$ cat config.mk
export PLATFORM = sky130hd
export DESIGN_NAME = vend_seq_ctrl
export DESIGN_NICKNAME = d
export VERILOG_FILES = /design/src/rtl/vend_pkg.sv /design/src/rtl/vend_stock_bank.sv /design/src/rtl/vend_seq_ctrl.sv
export SDC_FILE = /design/constraint.sdc
export NUM_CORES = 1
export LEC_CHECK = 0
export BUFFER_PORTS_ARGS = -buffer_cell sky130_fd_sc_hd__buf_2
export CAP_MARGIN = 5
export CORE_UTILIZATION = 40
export CTS_CLUSTER_SIZE = 24
export DETAILED_ROUTE_END_ITERATION = 8
export SETUP_SLACK_MARGIN = 0.5
export SLEW_MARGIN = 20
export SYNTH_ARGS = -nofsm -noshare
export SYNTH_HDL_FRONTEND = slang
export SYNTH_SLANG_ARGS = --single-unit
$ cat constraint.sdc
create_clock -name clk -period 3.52 [get_ports clk]
set_clock_uncertainty 0.2 [all_clocks]
set_input_delay 0.528 -clock clk [delete_from_list [all_inputs] [get_ports clk]]
set_output_delay 0.528 -clock clk [all_outputs]
set_load 0.02 [all_outputs]
$ cat src/rtl/vend_pkg.sv
// -----------------------------------------------------------------------------
// vend_pkg
// Shared types and constants for the vending purchase/restock sequencer:
//   - vend_state_e : FSM state encoding (also driven out on state_o)
//   - CAPACITY_DEF : default per-slot capacity
//   - STOCK_W / CREDIT_W / COIN_W : datapath widths
//   - price_lookup : maps a slot index onto its configured price
// -----------------------------------------------------------------------------
package vend_pkg;

  typedef enum logic [2:0] {
    ST_IDLE     = 3'd0,
    ST_PAY      = 3'd1,
    ST_DISPENSE = 3'd2,
    ST_CHANGE   = 3'd3,
    ST_REFUND   = 3'd4
  } vend_state_e;

  localparam int CAPACITY_DEF = 15;
  localparam int NUM_SLOTS    = 4;
  localparam int STOCK_W      = 4;
  localparam int CREDIT_W     = 6;
  localparam int COIN_W       = 4;

  // Prices stay module parameters of the top; this just selects one of them.
  function automatic logic [CREDIT_W-1:0] price_lookup(input logic [1:0] slot,
                                                       input int p0, input int p1,
                                                       input int p2, input int p3);
    int p;
    case (slot)
      2'd0:    p = p0;
      2'd1:    p = p1;
      2'd2:    p = p2;
      default: p = p3;
    endcase
    return CREDIT_W'(p);
  endfunction

endpackage

$ cat src/rtl/vend_stock_bank.sv
// -----------------------------------------------------------------------------
// vend_stock_bank
// Four per-slot stock counters. A restock adds add_qty to one slot with
// saturation at CAPACITY; a dispense removes one unit from one slot and never
// wraps below zero.
// Ports:
//   clk, rst            clock, asynchronous active-high reset (stock -> CAPACITY)
//   dec_en, dec_slot    remove one unit from dec_slot
//   add_en, add_slot,   add add_qty units to add_slot (saturating)
//   add_qty
//   stock               {slot3, slot2, slot1, slot0}, STOCK_W bits each
// -----------------------------------------------------------------------------
module vend_stock_bank
  import vend_pkg::*;
#(
  parameter int CAPACITY = CAPACITY_DEF
) (
  input  logic                         clk,
  input  logic                         rst,
  input  logic                         dec_en,
  input  logic [1:0]                   dec_slot,
  input  logic                         add_en,
  input  logic [1:0]                   add_slot,
  input  logic [STOCK_W-1:0]           add_qty,
  output logic [NUM_SLOTS*STOCK_W-1:0] stock
);

  localparam logic [STOCK_W:0] CAP = (STOCK_W + 1)'(CAPACITY);

  logic [STOCK_W-1:0] slot_q [NUM_SLOTS];
  logic [STOCK_W-1:0] slot_d [NUM_SLOTS];
  logic [STOCK_W:0]   add_sum;
  logic [STOCK_W-1:0] add_sat;

  // One extra bit so the overflowing sum is seen before saturating.
  assign add_sum = {1'b0, slot_q[add_slot]} + {1'b0, add_qty};
  assign add_sat = (add_sum > CAP) ? CAP[STOCK_W-1:0] : add_sum[STOCK_W-1:0];

  always_comb begin
    for (int i = 0; i < NUM_SLOTS; i++) begin
      // NOTE: every slot_d gets its hold value first, so no path leaves it
      // unassigned and no latch is inferred.
      slot_d[i] = slot_q[i];
      if (add_en && add_slot == 2'(i)) begin
        slot_d[i] = add_sat;
      end else if (dec_en && dec_slot == 2'(i) && slot_q[i] != '0) begin
        slot_d[i] = slot_q[i] - STOCK_W'(1);
      end
    end
  end

  // NOTE: this register array is reset (to full) because stock is visible
  // architectural state; a large RAM-style memory would normally not be.
  always_ff @(posedge clk or posedge rst) begin
    if (rst) begin
      for (int i = 0; i < NUM_SLOTS; i++) slot_q[i] <= CAP[STOCK_W-1:0];
    end else begin
      // NOTE: non-blocking assignment for all clocked state so every register
      // samples the pre-edge values regardless of statement order.
      for (int i = 0; i < NUM_SLOTS; i++) slot_q[i] <= slot_d[i];
    end
  end

  for (genvar g = 0; g < NUM_SLOTS; g++) begin : g_pack
    assign stock[g*STOCK_W +: STOCK_W] = slot_q[g];
  end

endmodule

$ cat src/rtl/vend_seq_ctrl.sv
// -----------------------------------------------------------------------------
// vend_seq_ctrl
// Purchase/restock sequencer for the 4-slot vending datapath:
// select -> pay -> dispense -> change, with admin restock arbitrated against
// customer purchases (restock only in IDLE, purchase wins ties).
// All outputs are registered.
// Optional feature macro: VEND_TIMEOUT_EN -- when defined, PAY auto-refunds
// after TIMEOUT_CYCLES cycles without an accepted coin.
// Ports:
//   clk, rst                         clock, asynchronous active-high reset
//   sel_valid, sel_slot              customer slot selection pulse
//   coin_valid, coin_val             coin insertion pulse and value
//   cancel                           customer abort pulse
//   restock_valid/_slot/_qty         admin restock request (held until ready)
//   restock_ready                    restock accepted (1-cycle pulse)
//   stock                            {slot3..slot0} stock, 4 bits each
//   state_o, cur_slot, credit        FSM state, active slot, inserted credit
//   dispense                         item released (1-cycle pulse)
//   change_valid, change_amt         change/refund amount valid pulse
//   err                              rejected selection or coin (1-cycle pulse)
// -----------------------------------------------------------------------------
module vend_seq_ctrl
  import vend_pkg::*;
#(
  parameter int CAPACITY = CAPACITY_DEF,
  parameter int PRICE0   = 3,
  parameter int PRICE1   = 5,
  parameter int PRICE2   = 7,
  parameter int PRICE3   = 9
`ifdef VEND_TIMEOUT_EN
  , parameter int TIMEOUT_CYCLES = 100000000
`endif
) (
  input  logic                         clk,
  input  logic                         rst,
  input  logic                         sel_valid,
  input  logic [1:0]                   sel_slot,
  input  logic                         coin_valid,
  input  logic [COIN_W-1:0]            coin_val,
  input  logic                         cancel,
  input  logic                         restock_valid,
  input  logic [1:0]                   restock_slot,
  input  logic [STOCK_W-1:0]           restock_qty,
  output logic                         restock_ready,
  output logic [NUM_SLOTS*STOCK_W-1:0] stock,
  output logic [2:0]                   state_o,
  output logic [1:0]                   cur_slot,
  output logic [CREDIT_W-1:0]          credit,
  output logic                         dispense,
  output logic                         change_valid,
  output logic [CREDIT_W-1:0]          change_amt,
  output logic                         err
);

  vend_state_e         state_q, state_d;
  logic [1:0]          cur_slot_q, cur_slot_d;
  logic [CREDIT_W-1:0] credit_q, credit_d;
  logic [CREDIT_W-1:0] change_amt_q, change_amt_d;
  logic                dispense_q, dispense_d;
  logic                change_valid_q, change_valid_d;
  logic                err_q, err_d;
  logic                restock_ready_q, restock_ready_d;
  logic                add_en, dec_en;
  logic                timeout_hit;
  logic [CREDIT_W:0]   coin_sum;
  logic [CREDIT_W-1:0] price;

  assign price    = price_lookup(cur_slot_q, PRICE0, PRICE1, PRICE2, PRICE3);
  assign coin_sum = {1'b0, credit_q} + (CREDIT_W + 1)'(coin_val);

  vend_stock_bank #(.CAPACITY(CAPACITY)) u_stock (
    .clk      (clk),
    .rst      (rst),
    .dec_en   (dec_en),
    .dec_slot (cur_slot_q),
    .add_en   (add_en),
    .add_slot (restock_slot),
    .add_qty  (restock_qty),
    .stock    (stock)
  );

  always_comb begin
    state_d         = state_q;
    cur_slot_d      = cur_slot_q;
    credit_d        = credit_q;
    change_amt_d    = change_amt_q;
    dispense_d      = 1'b0;
    change_valid_d  = 1'b0;
    err_d           = 1'b0;
    restock_ready_d = 1'b0;
    add_en          = 1'b0;
    dec_en          = 1'b0;

    case (state_q)
      ST_IDLE: begin
        if (sel_valid) begin
          if (stock[{sel_slot, 2'b00} +: STOCK_W] != '0) begin
            cur_slot_d = sel_slot;
            state_d    = ST_PAY;
          end else begin
            err_d = 1'b1;
          end
        end else if (restock_valid) begin
          add_en          = 1'b1;
          restock_ready_d = 1'b1;
        end
        if (coin_valid && coin_val != '0) err_d = 1'b1;
      end

      ST_PAY: begin
        if (cancel || timeout_hit) begin
          state_d        = ST_REFUND;
          change_amt_d   = credit_q;
          change_valid_d = 1'b1;
        end else begin
          if (coin_valid && coin_val != '0) begin
            if (coin_sum > (CREDIT_W + 1)'(2**CREDIT_W - 1)) err_d = 1'b1;
            else                                             credit_d = coin_sum[CREDIT_W-1:0];
          end
          // Uses the registered credit, so the qualifying coin costs one cycle
          // here and one more to raise dispense.
          if (credit_q >= price) begin
            state_d    = ST_DISPENSE;
            dispense_d = 1'b1;
          end
        end
      end

      ST_DISPENSE: begin
        dec_en         = 1'b1;
        change_amt_d   = credit_q - price;
        change_valid_d = 1'b1;
        state_d        = ST_CHANGE;
      end

      ST_CHANGE, ST_REFUND: begin
        credit_d = '0;
        state_d  = ST_IDLE;
      end

      default: state_d = ST_IDLE;
    endcase
  end

  always_ff @(posedge clk or posedge rst) begin
    if (rst) begin
      state_q         <= ST_IDLE;
      cur_slot_q      <= '0;
      credit_q        <= '0;
      change_amt_q    <= '0;
      dispense_q      <= 1'b0;
      change_valid_q  <= 1'b0;
      err_q           <= 1'b0;
      restock_ready_q <= 1'b0;
    end else begin
      state_q         <= state_d;
      cur_slot_q      <= cur_slot_d;
      credit_q        <= credit_d;
      change_amt_q    <= change_amt_d;
      dispense_q      <= dispense_d;
      change_valid_q  <= change_valid_d;
      err_q           <= err_d;
      restock_ready_q <= restock_ready_d;
    end
  end

`ifdef VEND_TIMEOUT_EN
  localparam int TO_W = $clog2(TIMEOUT_CYCLES + 1);
  logic [TO_W-1:0] to_cnt_q;

  // In PAY, credit only moves when a coin is accepted, which restarts the wait.
  always_ff @(posedge clk or posedge rst) begin
    if (rst)                                          to_cnt_q <= '0;
    else if (state_q != ST_PAY || credit_d != credit_q) to_cnt_q <= '0;
    else if (!timeout_hit)                            to_cnt_q <= to_cnt_q + TO_W'(1);
  end

  assign timeout_hit = (state_q == ST_PAY) && (to_cnt_q == TO_W'(TIMEOUT_CYCLES - 1));
`else
  assign timeout_hit = 1'b0;
`endif

  assign state_o       = state_q;
  assign cur_slot      = cur_slot_q;
  assign credit        = credit_q;
  assign change_amt    = change_amt_q;
  assign dispense      = dispense_q;
  assign change_valid  = change_valid_q;
  assign err           = err_q;
  assign restock_ready = restock_ready_q;

endmodule

==> impl_metrics.env, run 1 <==
export IMPL_status="completed"
export IMPL_cts_hold_buf=0
export IMPL_ys_flop_type="dfrtp_1"
export IMPL_peakVddDrop_mv=0.4248
export IMPL_grt_overflow=0
export IMPL_setup_tns_ps=0
export IMPL_grt_use_met2=0.3104
export IMPL_met1_usage=0.2848
export IMPL_place_hpwl_um=4977
export IMPL_layout_drive_gt1_share=0.2948
export IMPL_cp_startpoint="u_stock.stock[4]"
export IMPL_required_ps=3510
export IMPL_cts_root_buffer_cell="clkbuf_8"
export IMPL_grt_total_usage=0.1970
export IMPL_holdWs_ps=140.4
export IMPL_cp_num_buf_inv=1
export IMPL_die_area_sq_um=7006
export IMPL_fin_util=0.4867
export IMPL_p_sw_uw=1409
export IMPL_grt_pass1_wl_um=10960
export IMPL_slew_violations=0
export IMPL_cp_slowest_cell="dfstp_2"
export IMPL_cp_depth=8
export IMPL_ys_types=51
export IMPL_syn_num_nets=314
export IMPL_max_cap_viol_count=0
export IMPL_post_cts_repair_setup_buffers=0
export IMPL_busiest_layer="met2"
export IMPL_synth_top_area_frac=0.1968
export IMPL_ys_seq_elements=37
export IMPL_io_pins=55
export IMPL_async_flop_share=1.000
export IMPL_cts_sinks=37
export IMPL_areaGrowthSynthToFinish_pct=16.40
export IMPL_wl_per_cell_um=16.01
export IMPL_grt_max_degree=38
export IMPL_p_per_area_nw_per_um2=933.7
export IMPL_place_congestion=0.8537
export IMPL_final_nets=370
export IMPL_clk_pin_slew_worst_paths_ps=70
export IMPL_synth_area_leaders="dfrtp_1, dfstp_2, ha_1, inv_1, xnor2_1"
export IMPL_place_inst=398
export IMPL_cp_slowest_stage_delay_ps=620
export IMPL_hold_viol_final=0
export IMPL_intPower_uw=1493
export IMPL_syn_inst=272
export IMPL_core_sq_um=6386
export IMPL_worstSetupEndpoint="u_stock.stock[10]"
export IMPL_critPathLaunchType="flip-flop"
export IMPL_vias_per_cell=5.424
export IMPL_yosysSeqAreaShare=0.3543
export IMPL_cts_buffers=5
export IMPL_cts_tree="built"
export IMPL_fp_dieH_um=83.70
export IMPL_synth_edff_count=0
export IMPL_drt_iter0_markers=102
export IMPL_reg2reg_from="u_stock.stock[4]"
export IMPL_ant_nets=0
export IMPL_dieWidth_um=83.70
export IMPL_grt_pass1_vias=2137
export IMPL_n_antenna_cell=0
export IMPL_hp_class="in -> async"
export IMPL_fin_cells=406
export IMPL_synthTopCellsByCount="inv_1, nand2_1, nor2_1"
export IMPL_switching_share=0.4855
export IMPL_cts_buffer_depth=2
export IMPL_h_tree_depth=2
export IMPL_drt_pass1_iterations=4
export IMPL_p_leak_uw=0.001429
export IMPL_end_kind="flip-flop"
export IMPL_ys_warn_count=0
export IMPL_synth_area_per_cell_sq_um=9.816
export IMPL_seq_power_share=0.354
export IMPL_timing_rr_end="u_stock.stock[10]"
export IMPL_period_minus_slack_ps=2611
export IMPL_synth_most_common_cell="inv_1"
export IMPL_post_route_period_util=0.7417
export IMPL_cts_resized=0
export IMPL_vias=2202
export IMPL_comb_power_share=0.541
export IMPL_clock_latency_ps=290
export IMPL_cp_max_fo=6
export IMPL_antenna_found_initial=0
export IMPL_max_slew_worst_pin_slew_ps=720.2
export IMPL_start_util=0.4181
export IMPL_ff2ff_path_depth=8
export IMPL_slew_headroom=0.5194
export IMPL_syn_area_sq_um=2670
export IMPL_fmax_mhz=383.0
export IMPL_fillers=622
export IMPL_portBuffers=54
export IMPL_num_rows=29
export IMPL_cp_top_family="flip-flops"
export IMPL_drc=0
export IMPL_met3_usage=0.02671
export IMPL_crit_arrival_ps=2610
export IMPL_setup_worst_path_class="reg -> reg"
export IMPL_setup_viol=0
export IMPL_path_cells="mux4_2 > ha_1 > inv_1 > fa_1 > nor2b_1 > a22oi_1 > nor2_1 > o21ai_0"
export IMPL_pwr_share_clk=0.105
export IMPL_synth_top_area_cell="dfrtp_1"
export IMPL_drt_total_wl_um=6499
export IMPL_reg2reg_slack_ps=910
export IMPL_rsz0062_at_grt="no"
-- state kept, by name (all words and copies together), names as in the netlist --
| signal | cells |
|---|---|
| state_o | 3 |
| dispense | 1 |
| restock_ready | 1 |
| change_amt | 6 |
| u_stock.stock | 16 |
| credit | 6 |
| err | 1 |
| cur_slot | 2 |
| change_valid | 1 |
-- layout make-up --
type / instances / area [sq um] / area share
clock buffers: 8 / 90.09 / 0.02899
flip-flops and latches: 37 / 945.9 / 0.3043
well taps: 77 / 96.34 / 0.03100
repair buffers: 55 / 277.8 / 0.08937
inverters: 27 / 101.3 / 0.03261
multi-input cells: 202 / 1597 / 0.5137
-- power groups by stage --
stage / Sequential [uW] / Clock, uW / Combinational (uW)
after detailed placement: 1030 / 0 / 1570
after CTS: 1020 / 315 / 1580
after floorplan: 1140 / 0 / 965
after global placement: 1030 / 0 / 1550
after global routing: 1060 / 330 / 1760
final: 1030 / 306 / 1570
-- metal layers --
| layer | up-vias | part of all wire |
|---|---|---|
| met5 | - | 0 |
| met4 | 0 | 0.011 |
| met3 | 5 | 0.024 |
| met2 | 34 | 0.47 |
| met1 | 1076 | 0.50 |
| li1 | 1087 | - |
-- how the worst min path moves through the flow --
stage	end	slack, ps	cells after the start
6_report	err	140	3
5_1_grt	state_o[0]	220	3
4_1_cts	err	160	3
3_5_place_dp	change_amt[5]	320	2
3_3_place_gp	change_amt[5]	300	2
2_1_floorplan	u_stock.stock[1]	400	2
-- metrics by stage --
| stage | total power, uW | instance area [sq um] | setup WS (ps) |
|---|---|---|---|
| floorplan | 2107 | 2670 | 771.0 |
| global placement | 2576 | 3018 | 738.9 |
| detailed placement | 2603 | 3018 | 646.3 |
| CTS | 2918 | 3108 | 942.3 |
| global route | 3153 | 3108 | 692.8 |
| finish | 2902 | 3108 | 909.2 |
-- cell usage in the layout (no fill, tap or decap), types with 7 or more instances in the layout --
cell type / count
dfrtp_1: 21
xnor2_1: 11
o21ai_0: 14
nor2_1: 23
inv_1: 27
a21oi_1: 12
a211oi_1: 10
buf_2: 54
nor3_1: 7
dfstp_2: 16
nand2_1: 24
ha_1: 21
-- kinds of logic (layout without fill, tap and decap cells) --
group | count (synthesis) | after routing | synth area share
buffers and inverters | 33 | 90 | 0.04780
AOI/OAI and AO/OA | 64 | 64 | 0.1785
xor gates and xnor gates | 14 | 14 | 0.04592
adders and majority gates | 24 | 24 | 0.1209
DFF | 37 | 37 | 0.3543
and+or+nand+nor | 83 | 83 | 0.1668
muxes | 17 | 17 | 0.08575
-- worst reg2reg max path, stage by stage (launching register included) --
cell	delay, ps
dfstp_2	620
mux4_2	270
ha_1	160
inv_1	50
fa_1	400
nor2b_1	180
a22oi_1	120
nor2_1	350
o21ai_0	170
(Power assumes the default switching activity.)
==> run 2: changes to the inputs <==
- clock period: 3.52 -> 2.4 ns (I/O delays scaled with it)
==> run 2 against run 1 <==
Setup slack worse by 780 ps; maximum frequency increased by 15%; via count grew 7.9%; worst hold slack better by 8.4 ps; sequential cell count did not move; sequential power increased by 25%; final area increased by 20%; critical path type unchanged; largest cell class unchanged; largest power group unchanged.
==> impl_metrics.env, run 2 (same netlist as run 1, synthesis figures left out) <==
export IMPL_io_pins=55
export IMPL_drt_iter0_markers=107
export IMPL_clk_pin_slew_worst_paths_ps=80
export IMPL_cp_max_fo=4
export IMPL_place_hpwl_um=5349
export IMPL_grt_overflow=0
export IMPL_place_congestion=0.8393
export IMPL_pre_cts_slack_ps=-60.06
export IMPL_die_area_sq_um=7006
export IMPL_vias=2376
export IMPL_cts_tree="built"
export IMPL_vias_per_cell=5.339
export IMPL_drt_pass1_iterations=4
export IMPL_peakVddDrop_mv=0.7303
export IMPL_p_leak_uw=0.001664
export IMPL_end_kind="flip-flop"
export IMPL_areaGrowthSynthToFinish_pct=39.97
export IMPL_regArea_sq_um=952.2
export IMPL_final_nets=409
export IMPL_largest_register_ffs=16
export IMPL_slew_headroom=0.6522
export IMPL_antenna_found_initial=0
export IMPL_slew_violations=0
export IMPL_required_ps=2430
export IMPL_cts_buffer_depth=2
export IMPL_grt_pass1_vias=2347
export IMPL_post_route_period_util=0.9447
export IMPL_num_rows=29
export IMPL_fmax_mhz=441.0
export IMPL_cts_sinks=37
export IMPL_rsz0062_at_grt="yes"
export IMPL_setup_viol=0
export IMPL_critPathLaunchType="flip-flop"
export IMPL_cts_root_buffer_cell="clkbuf_8"
export IMPL_multi_input_area_sq_um=1876
export IMPL_n_antenna_cell=0
export IMPL_core_sq_um=6386
export IMPL_hold_viol_final=0
export IMPL_final_cell_mix="buf_2, buf_4, nand2_1"
export IMPL_clock_latency_ps=290
export IMPL_ant_nets=0
export IMPL_p_per_area_nw_per_um2=1415
export IMPL_setup_tns_ps=0
export IMPL_hold_path_depth=3
export IMPL_p_total_uw=5288
export IMPL_fillers=568
export IMPL_fp_dieH_um=83.70
export IMPL_status="completed"
export IMPL_crit_arrival_ps=2300
export IMPL_grt_total_usage=0.2185
export IMPL_max_slew_worst_pin_slew_ps=521.7
export IMPL_h_tree_depth=2
export IMPL_wl_per_cell_um=16.04
export IMPL_dpl_cell_area_sq_um=3317
export IMPL_grt_pass1_wl_um=11960
export IMPL_setup_worst_path_class="reg -> reg"
export IMPL_drt_total_wl_um=7139
export IMPL_fin_area_sq_um=3737
export IMPL_max_cap_viol_count=0
export IMPL_finalWorstSetupSlack_ps=132.7
export IMPL_grt_max_degree=38
export IMPL_hp_class="in -> reg"
export IMPL_period_minus_slack_ps=2267
export IMPL_cts_buffers=5
export IMPL_start_util=0.4181
export IMPL_holdWs_ps=148.8
export IMPL_ff2ff_path_depth=8
export IMPL_drc=0
export IMPL_final_common_cell="buf_2"
export IMPL_layout_drive_gt1_share=0.5109
export IMPL_portBuffers=54
export IMPL_dieWidth_um=83.70
==> run 2: power by group <==
group	total [uW]	internal, uW	switching [uW]
combinational	3560	1640	1920
sequential	1290	1010	281
clock	435	202	234
total	5290	2850	2440
==> run 2: repair_timing <==
action                                  4_1_cts  5_1_grt
gates resized for setup                      25       16
endpoints found under the setup margin       31       30
hold endpoints to repair                     21        0
hold buffers                                  1        0
pin swaps                                    18       18
buffers inserted                             13        3
==> run 2: area by class of cell <==
type	instances	area share
Multi-Input combinational cell	202	0.5018
Sequential cell	37	0.2548
Timing Repair Buffer	94	0.1664
Inverter	27	0.02913
Tap cell	77	0.02578
Clock buffer	6	0.01942
Clock inverter	2	0.002678
==> run 2: critical path: stages, from the launching register on <==
cell      delay, ps
dfstp_2         380
mux4_2          490
ha_4            180
inv_2            50
fa_2            220
nor2b_2          60
o21ai_2         130
nand3b_1        180
mux2_4          310
==> run 2: through the flow <==
step,instances,utilization
global route,445,0.5852
floorplan,272,-
detailed placement,420,0.5194
global placement,420,0.5194
CTS,442,0.5719
finish,445,0.5852
==> run 2: worst paths after layout <==
| check | slack [ps] | startpoint | to |
|---|---|---|---|
| hold reg to reg | 330 | change_amt[5] | change_amt[5] |
| min in group asynchronous | 510 | rst | restock_ready |
| max in group asynchronous | 1120 | rst | credit[0] |
| hold / removal | 150 | sel_valid | err |
| setup / recovery | 130 | u_stock.stock[12] | u_stock.stock[9] |
| setup reg to reg | 130 | u_stock.stock[12] | u_stock.stock[9] |
==> run 2: metal layers <==
metal / global-route usage / share of wire / vias up / routed length, um
li1: - / - / 1161 / -
met1: 0.3192 / 0.48 / 1157 / 3457
met2: 0.3304 / 0.46 / 49 / 3315
met3: 0.03858 / 0.036 / 9 / 259
met4: 0.06471 / 0.015 / 0 / 107
met5: 0 / 0 / - / 0
